<file path="src/rtl/twi_pkg.sv">
// rtl/twi_pkg.sv - shared TWI target state encoding, bus constants and address helper
package twi_pkg;

  localparam logic [3:0] ST_IDLE      = 4'd0;
  localparam logic [3:0] ST_ADDR      = 4'd1;
  localparam logic [3:0] ST_ADDR_ACK  = 4'd2;
  localparam logic [3:0] ST_PTR       = 4'd3;
  localparam logic [3:0] ST_PTR_ACK   = 4'd4;
  localparam logic [3:0] ST_WDATA     = 4'd5;
  localparam logic [3:0] ST_WDATA_ACK = 4'd6;
  localparam logic [3:0] ST_RDATA     = 4'd7;
  localparam logic [3:0] ST_RDATA_ACK = 4'd8;
  localparam logic [3:0] ST_WAIT_END  = 4'd9;

  // Bit counter value seen at the rising edge of the last (8th) bit of a byte
  localparam logic [2:0] C_BIT_LAST = 3'd7;

  localparam logic C_SDA_PULL    = 1'b0;
  localparam logic C_SDA_RELEASE = 1'b1;

  function automatic logic twi_addr_hit(input logic [7:0] rx_byte, input logic [6:0] slv_addr);
    return (rx_byte[7:1] == slv_addr);
  endfunction

endpackage

</file>
<file path="src/rtl/twi_slv_filter.sv">
// rtl/twi_slv_filter.sv - SCL/SDA synchronizers with SCL edge and START/STOP detection
module twi_slv_filter (
  input  logic CLK_I,
  input  logic RST_I,
  input  logic SCL_I,
  input  logic SDA_I,
  output logic o_sda,
  output logic o_scl_rise,
  output logic o_scl_fall,
  output logic o_start,
  output logic o_stop
);

  logic [1:0] r_scl_sync;
  logic [1:0] r_sda_sync;
  logic       r_scl_hist;
  logic       r_sda_hist;
  logic       w_scl;
  logic       w_sda;

  always_ff @(posedge CLK_I or posedge RST_I) begin
    if (RST_I) begin
      r_scl_sync <= 2'b11;
      r_sda_sync <= 2'b11;
      r_scl_hist <= 1'b1;
      r_sda_hist <= 1'b1;
    end else begin
      r_scl_sync <= {r_scl_sync[0], SCL_I};
      r_sda_sync <= {r_sda_sync[0], SDA_I};
      r_scl_hist <= r_scl_sync[1];
      r_sda_hist <= r_sda_sync[1];
    end
  end

  assign w_scl = r_scl_sync[1];
  assign w_sda = r_sda_sync[1];

  assign o_sda      = w_sda;
  assign o_scl_rise = w_scl & ~r_scl_hist;
  assign o_scl_fall = ~w_scl & r_scl_hist;
  // SCL must be high on both sides of the SDA edge to qualify as START/STOP
  assign o_start    = w_scl & r_scl_hist & r_sda_hist & ~w_sda;
  assign o_stop     = w_scl & r_scl_hist & ~r_sda_hist & w_sda;

endmodule

</file>
<file path="src/rtl/twi_slave.sv">
// rtl/twi_slave.sv - TWI register-file target (non-stretching, CLK_I >= 16x SCL)
// Define TWI_SLV_AUTOINC_EN to advance the pointer after every written or read byte.
module twi_slave
  import twi_pkg::*;
#(
  parameter logic [6:0] SLV_ADDR = 7'h50,
  parameter int         REG_NUM  = 8
) (
  input  logic                       CLK_I,
  input  logic                       RST_I,
  input  logic                       SCL_I,
  input  logic                       SDA_I,
  output logic                       SDA_OEN,
  input  logic [$clog2(REG_NUM)-1:0] LOC_ADR_I,
  output logic [7:0]                 LOC_DAT_O,
  output logic                       WR_STB_O,
  output logic [$clog2(REG_NUM)-1:0] WR_ADR_O,
  output logic [7:0]                 WR_DAT_O,
  output logic                       BUSY_O
);

  localparam int AW = $clog2(REG_NUM);

  logic          w_sda;
  logic          w_scl_rise;
  logic          w_scl_fall;
  logic          w_start;
  logic          w_stop;
  logic [7:0]    w_byte;
  logic [7:0]    w_rd_byte;
  logic [AW-1:0] w_ptr_next;

  logic [3:0]    r_state;
  logic [2:0]    r_bit_cnt;
  logic [6:0]    r_shift;
  logic [AW-1:0] r_ptr;
  logic          r_byte_done;
  logic          r_rw;
  logic          r_mack;
  logic          r_sda_oen;
  logic          r_wr_stb;
  logic [AW-1:0] r_wr_adr;
  logic [7:0]    r_wr_dat;
  logic          r_busy;
  logic [7:0]    r_regs [REG_NUM];

  twi_slv_filter u_filter (
    .CLK_I      (CLK_I),
    .RST_I      (RST_I),
    .SCL_I      (SCL_I),
    .SDA_I      (SDA_I),
    .o_sda      (w_sda),
    .o_scl_rise (w_scl_rise),
    .o_scl_fall (w_scl_fall),
    .o_start    (w_start),
    .o_stop     (w_stop)
  );

  // Byte as it will look once the current SCL rising-edge bit is shifted in
  assign w_byte    = {r_shift, w_sda};
  assign w_rd_byte = r_regs[r_ptr];

`ifdef TWI_SLV_AUTOINC_EN
  assign w_ptr_next = r_ptr + AW'(1);
`else
  assign w_ptr_next = r_ptr;
`endif

  always_ff @(posedge CLK_I or posedge RST_I) begin
    if (RST_I) begin
      r_state     <= ST_IDLE;
      r_bit_cnt   <= 3'd0;
      r_shift     <= 7'd0;
      r_ptr       <= '0;
      r_byte_done <= 1'b0;
      r_rw        <= 1'b0;
      r_mack      <= 1'b1;
      r_sda_oen   <= C_SDA_RELEASE;
      r_wr_stb    <= 1'b0;
      r_wr_adr    <= '0;
      r_wr_dat    <= 8'h00;
      r_busy      <= 1'b0;
      for (int i = 0; i < REG_NUM; i++) r_regs[i] <= 8'h00;
    end else begin
      r_wr_stb <= 1'b0;
      if (w_stop) begin
        r_state     <= ST_IDLE;
        r_sda_oen   <= C_SDA_RELEASE;
        r_busy      <= 1'b0;
        r_bit_cnt   <= 3'd0;
        r_byte_done <= 1'b0;
      end else if (w_start) begin
        r_state     <= ST_ADDR;
        r_sda_oen   <= C_SDA_RELEASE;
        r_bit_cnt   <= 3'd0;
        r_byte_done <= 1'b0;
      end else begin
        case (r_state)
          ST_ADDR: begin
            if (w_scl_rise) begin
              r_shift   <= w_byte[6:0];
              r_bit_cnt <= r_bit_cnt + 3'd1;
              if (r_bit_cnt == C_BIT_LAST) begin
                r_rw <= w_sda;
                if (twi_addr_hit(w_byte, SLV_ADDR)) begin
                  r_byte_done <= 1'b1;
                end else begin
                  r_state <= ST_WAIT_END;
                  r_busy  <= 1'b0;
                end
              end
            end else if (w_scl_fall && r_byte_done) begin
              r_byte_done <= 1'b0;
              r_state     <= ST_ADDR_ACK;
              r_sda_oen   <= C_SDA_PULL;
              r_busy      <= 1'b1;
            end
          end
          ST_ADDR_ACK: begin
            if (w_scl_fall) begin
              if (r_rw) begin
                r_state   <= ST_RDATA;
                r_shift   <= w_rd_byte[6:0];
                r_sda_oen <= w_rd_byte[7];
              end else begin
                r_state   <= ST_PTR;
                r_sda_oen <= C_SDA_RELEASE;
              end
            end
          end
          ST_PTR: begin
            if (w_scl_rise) begin
              r_shift   <= w_byte[6:0];
              r_bit_cnt <= r_bit_cnt + 3'd1;
              if (r_bit_cnt == C_BIT_LAST) begin
                r_ptr       <= w_byte[AW-1:0];
                r_byte_done <= 1'b1;
              end
            end else if (w_scl_fall && r_byte_done) begin
              r_byte_done <= 1'b0;
              r_state     <= ST_PTR_ACK;
              r_sda_oen   <= C_SDA_PULL;
            end
          end
          ST_PTR_ACK, ST_WDATA_ACK: begin
            if (w_scl_fall) begin
              r_state   <= ST_WDATA;
              r_sda_oen <= C_SDA_RELEASE;
            end
          end
          ST_WDATA: begin
            if (w_scl_rise) begin
              r_shift   <= w_byte[6:0];
              r_bit_cnt <= r_bit_cnt + 3'd1;
              if (r_bit_cnt == C_BIT_LAST) begin
                r_regs[r_ptr] <= w_byte;
                r_wr_stb      <= 1'b1;
                r_wr_adr      <= r_ptr;
                r_wr_dat      <= w_byte;
                r_ptr         <= w_ptr_next;
                r_byte_done   <= 1'b1;
              end
            end else if (w_scl_fall && r_byte_done) begin
              r_byte_done <= 1'b0;
              r_state     <= ST_WDATA_ACK;
              r_sda_oen   <= C_SDA_PULL;
            end
          end
          ST_RDATA: begin
            if (w_scl_rise) begin
              r_bit_cnt <= r_bit_cnt + 3'd1;
              if (r_bit_cnt == C_BIT_LAST) begin
                r_byte_done <= 1'b1;
                r_ptr       <= w_ptr_next;
              end
            end else if (w_scl_fall) begin
              if (r_byte_done) begin
                r_byte_done <= 1'b0;
                r_state     <= ST_RDATA_ACK;
                r_sda_oen   <= C_SDA_RELEASE;
              end else begin
                r_shift   <= {r_shift[5:0], 1'b0};
                r_sda_oen <= r_shift[6];
              end
            end
          end
          ST_RDATA_ACK: begin
            if (w_scl_rise) begin
              r_mack <= w_sda;
            end else if (w_scl_fall) begin
              if (!r_mack) begin
                r_state   <= ST_RDATA;
                r_shift   <= w_rd_byte[6:0];
                r_sda_oen <= w_rd_byte[7];
              end else begin
                r_state <= ST_WAIT_END;
              end
            end
          end
          default: ;
        endcase
      end
    end
  end

  assign SDA_OEN   = r_sda_oen;
  assign LOC_DAT_O = r_regs[LOC_ADR_I];
  assign WR_STB_O  = r_wr_stb;
  assign WR_ADR_O  = r_wr_adr;
  assign WR_DAT_O  = r_wr_dat;
  assign BUSY_O    = r_busy;

endmodule

</file>
<file path="config.mk">
export PLATFORM = sky130hd
export DESIGN_NAME = twi_slave
export DESIGN_NICKNAME = d
export VERILOG_FILES = /design/src/rtl/twi_pkg.sv /design/src/rtl/twi_slv_filter.sv /design/src/rtl/twi_slave.sv
export SDC_FILE = /design/constraint.sdc
export NUM_CORES = 1
export LEC_CHECK = 0
export CORE_ASPECT_RATIO = 1.5
export CORE_MARGIN = 2
export CORE_UTILIZATION = 60
export CTS_CLUSTER_SIZE = 12
export DETAILED_ROUTE_END_ITERATION = 8
export GPL_TIMING_DRIVEN = 0
export PLACE_DENSITY = 0.8
export SYNTH_ARGS = -nofsm -noshare
export SYNTH_HDL_FRONTEND = slang
export SYNTH_SLANG_ARGS = --single-unit
export TNS_END_PERCENT = 30
</file>
<file path="constraint.sdc">
create_clock -name CLK_I -period 5.2 [get_ports CLK_I]
set_input_delay 1.56 -clock CLK_I [delete_from_list [all_inputs] [get_ports CLK_I]]
set_output_delay 1.56 -clock CLK_I [all_outputs]
set_load 0.01 [all_outputs]
</file>
==> impl_metrics.py <==
metrics = {
    "status": {
        "status": "finished, final reports clean",
    },
    "floorplanning": {
        "boundaryPins": 29,
        "die-area_um2": 10000,
        "fp.dieW_um": 82.3,
        "initial_core_util_pct": 62.2,
        "core_area_um2": 8880,
        "die_h_um": 121,
        "fp-row-count": 42,
    },
    "worst_setup_path": {
        "r2r-end": "r_regs[1]$_DFFE_PP0P_",
        "path_max_fanout": 10,
        "setup.worst_path.class": "in -> out",
        "reg2reg_from": "r_ptr[0]$_DFFE_PP0P_",
        "crit_path_start_kind": "input port",
        "r2r_slack_ns": 2.58,
        "cp-end-kind": "output pin",
        "cp.required_ns": 3.64,
        "reg2reg_depth": 4,
        "crit_arrival_ns": 3.61,
    },
    "clock_network": {
        "cts_buffers": 9,
        "clockBufferDepth": 2,
        "cts.htree.levels": 3,
        "clk_pin_slew_ns": 0.07,
        "root_buffer": "clkbuf_16",
        "cts_tree": "done",
        "clock-sinks": 104,
        "clock_latency_ns": 0.34,
        "postCtsHoldBufs": 0,
    },
    "timing": {
        "hold_viol_final": 0,
        "setup_violations": 0,
        "tightest_slew_ns": 0.765,
        "finalSetupTns_ns": 0,
        "rsz0062_at_grt": "no",
        "finalClockSkew_ns": 0.00686,
        "maxSlewViolCount": 0,
        "slew_headroom_pct": 49.0,
        "timing.fmax_ghz": 0.194,
        "fin_crit_ns": 5.17,
        "fin_crit_sh_pct": 99.3,
    },
    "route": {
        "drt_iter0_markers": 344,
        "via_count": 3840,
        "routed_wl_um": 13300,
        "wl_per_cell_um": 23.2,
        "drt_pass1_iterations": 5,
        "drc": 0,
        "vias_per_cell": 6.71,
        "ant_nets": 0,
    },
    "place": {
        "dp.cells": 556,
        "placed_cell_area_um2": 5940,
        "gp_congestion": 0.891,
        "placement.io_buffers": 25,
        "dp_hpwl_um": 9190,
    },
    "global_routing": {
        "grt_max_degree": 62,
        "grt_first_pass_wirelength_um": 21200,
        "antenna_found_initial": 0,
        "grt_pass1_vias": 4083,
        "grt_usage_pct": 29.5,
        "grt_overflow": 0,
    },
    "layout": {
        "stdcell_area_um2": 6240,
        "drive_above_1_share_pct": 36.8,
        "utilization_pct": 70.2,
        "layoutNonFillerInstCount": 572,
        "nFillCells": 627,
        "area_growth_pct": 13.0,
        "n_antenna_cell": 0,
        "fin_nets": 466,
    },
    "synthesis": {
        "synth.avg_cell_area_um2": 13.1,
        "syn-num-nets": 429,
        "synth_seq_cells": 104,
        "ys.flop_type": "dfrtp_1",
        "synth_common_cells": "dfrtp_1 (96), mux2_2 (93), mux4_2 (31)",
        "ys_async_sr_fraction_pct": 100,
        "yosys_warnings": 0,
        "yosysSeqAreaShare_pct": 47.3,
        "yosysMostFrequentCell": "dfrtp_1",
        "netlist_instances": 420,
        "synth_edf_count": 0,
        "yosysTopAreaCell": "dfrtp_1",
        "netlist_area_um2": 5520,
        "yosysUniqueCellTypes": 55,
        "synth_top_area_share_pct": 43.5,
        "synth_area_leaders": "dfrtp_1 (44%), mux2_2 (19%), mux4_2 (13%)",
    },
    "pwr": {
        "p_leak_nw": 2.78,
        "report.power.total_mw": 2.18,
        "ir_worst_vdd_uv": 309,
        "power_density_nw_per_um2": 350,
    },
    "min_path": {
        "hold_end": "u_filter.r_scl_sync[1]$_DFF_PP1_",
        "hold_path_class": "reg -> reg",
        "min-delay-start": "u_filter.r_scl_sync[0]$_DFF_PP1_",
        "hold_depth": 0,
    },
    "run": {
        "max-cap-violations": 0,
    },
}
-- cells by family after synthesis --
family / after synthesis / synth area share (%)
muxes: 137 / 34.0
DFF: 104 / 47.3
and+or+nand+nor: 75 / 7.57
AOI/OAI and AO/OA: 57 / 6.91
buffers and inverters: 43 / 3.45
xor gates and xnor gates: 2 / 0.317
adders and majority gates: 2 / 0.453
-- how the worst max path moves through the flow --
stage | from | end
after floorplan | LOC_ADR_I[0] | LOC_DAT_O[7]
after global placement | RST_I | r_regs[5]$_DFFE_PP0P_
after detailed placement | LOC_ADR_I[0] | LOC_DAT_O[0]
after CTS | LOC_ADR_I[1] | LOC_DAT_O[7]
after global routing | LOC_ADR_I[1] | LOC_DAT_O[0]
final | LOC_ADR_I[1] | LOC_DAT_O[7]
-- registers in the layout, indices dropped and copies added, names as in the netlist --
signal	flops
BUSY_O	1
SDA_OEN	1
WR_ADR_O	3
WR_DAT_O	8
WR_STB_O	1
r_bit_cnt	3
r_byte_done	1
r_mack	1
r_ptr	3
r_regs	64
r_rw	1
r_shift	7
r_state	4
u_filter.r_scl_hist	1
u_filter.r_scl_sync	2
u_filter.r_sda_hist	1
u_filter.r_sda_sync	2
-- cell usage in the layout (no fill, tap or decap), drive strengths merged, types with 3 or more instances in the layout --
| cell | count |
|---|---|
| dfrtp | 96 |
| buf | 15 |
| mux4 | 31 |
| nor4b | 3 |
| nand3 | 6 |
| dfstp | 8 |
| o21bai | 3 |
| nor2b | 3 |
| a21oi | 12 |
| inv | 9 |
| mux2i | 13 |
| nor3 | 9 |
| mux2 | 93 |
| clkdlybuf4s50 | 25 |
| o21ai | 20 |
| nand4 | 3 |
| nand2 | 25 |
| nor2 | 11 |
| clkbuf | 33 |
| nand2b | 4 |
-- metrics by stage --
stage / hold slack [ns] / setup slack, ns
after global placement: 0.348 / -0.536
after CTS: 0.358 / 0.0435
after detailed placement: 0.348 / -0.310
final: 0.356 / 0.0345
after floorplan: 0.345 / 0.564
after global routing: 0.361 / 0.0240
-- power breakdown --
part	leakage, nW	internal [mW]	switching (mW)
logic	1.22	0.225	0.385
registers	1.42	0.859	0.0443
clock network	0.140	0.386	0.282
total	2.78	1.47	0.712
-- area by class of cell --
cell class / count / area [um^2] / share of cell area, %
clock inverters: 3 / 42.5 / 0.682
plain buffers: 34 / 161 / 2.59
inverters: 9 / 36.3 / 0.582
well taps: 110 / 138 / 2.21
multi-input cells: 273 / 2720 / 43.6
clock buffers: 13 / 250 / 4.01
flip-flops and latches: 104 / 2610 / 41.9
repair buffers: 26 / 278 / 4.45
-- timing repair --
item | in CTS | in global routing
endpoints found under the setup margin | 8 | 0
endpoints found under the hold margin | 0 | 0
gates resized for setup | 3 | 0
setup buffers | 0 | 0
-- layer usage --
layer	global-route usage (%)	up-vias	wire length, um	share of wire, %
met5	0	-	0	0
met4	18.0	0	779	5.9
met3	4.61	53	595	4.5
met2	48.6	161	7030	53
met1	35.6	1978	4870	37
li1	-	1648	-	-
-- critical path, cell delays in order --
cell	delay (ns)
clkbuf_1	0.46
clkbuf_2	0.44
mux4_2	0.38
mux2_2	0.29
clkdlybuf4s50_1	0.48
Power figures use the tool's default switching activity.
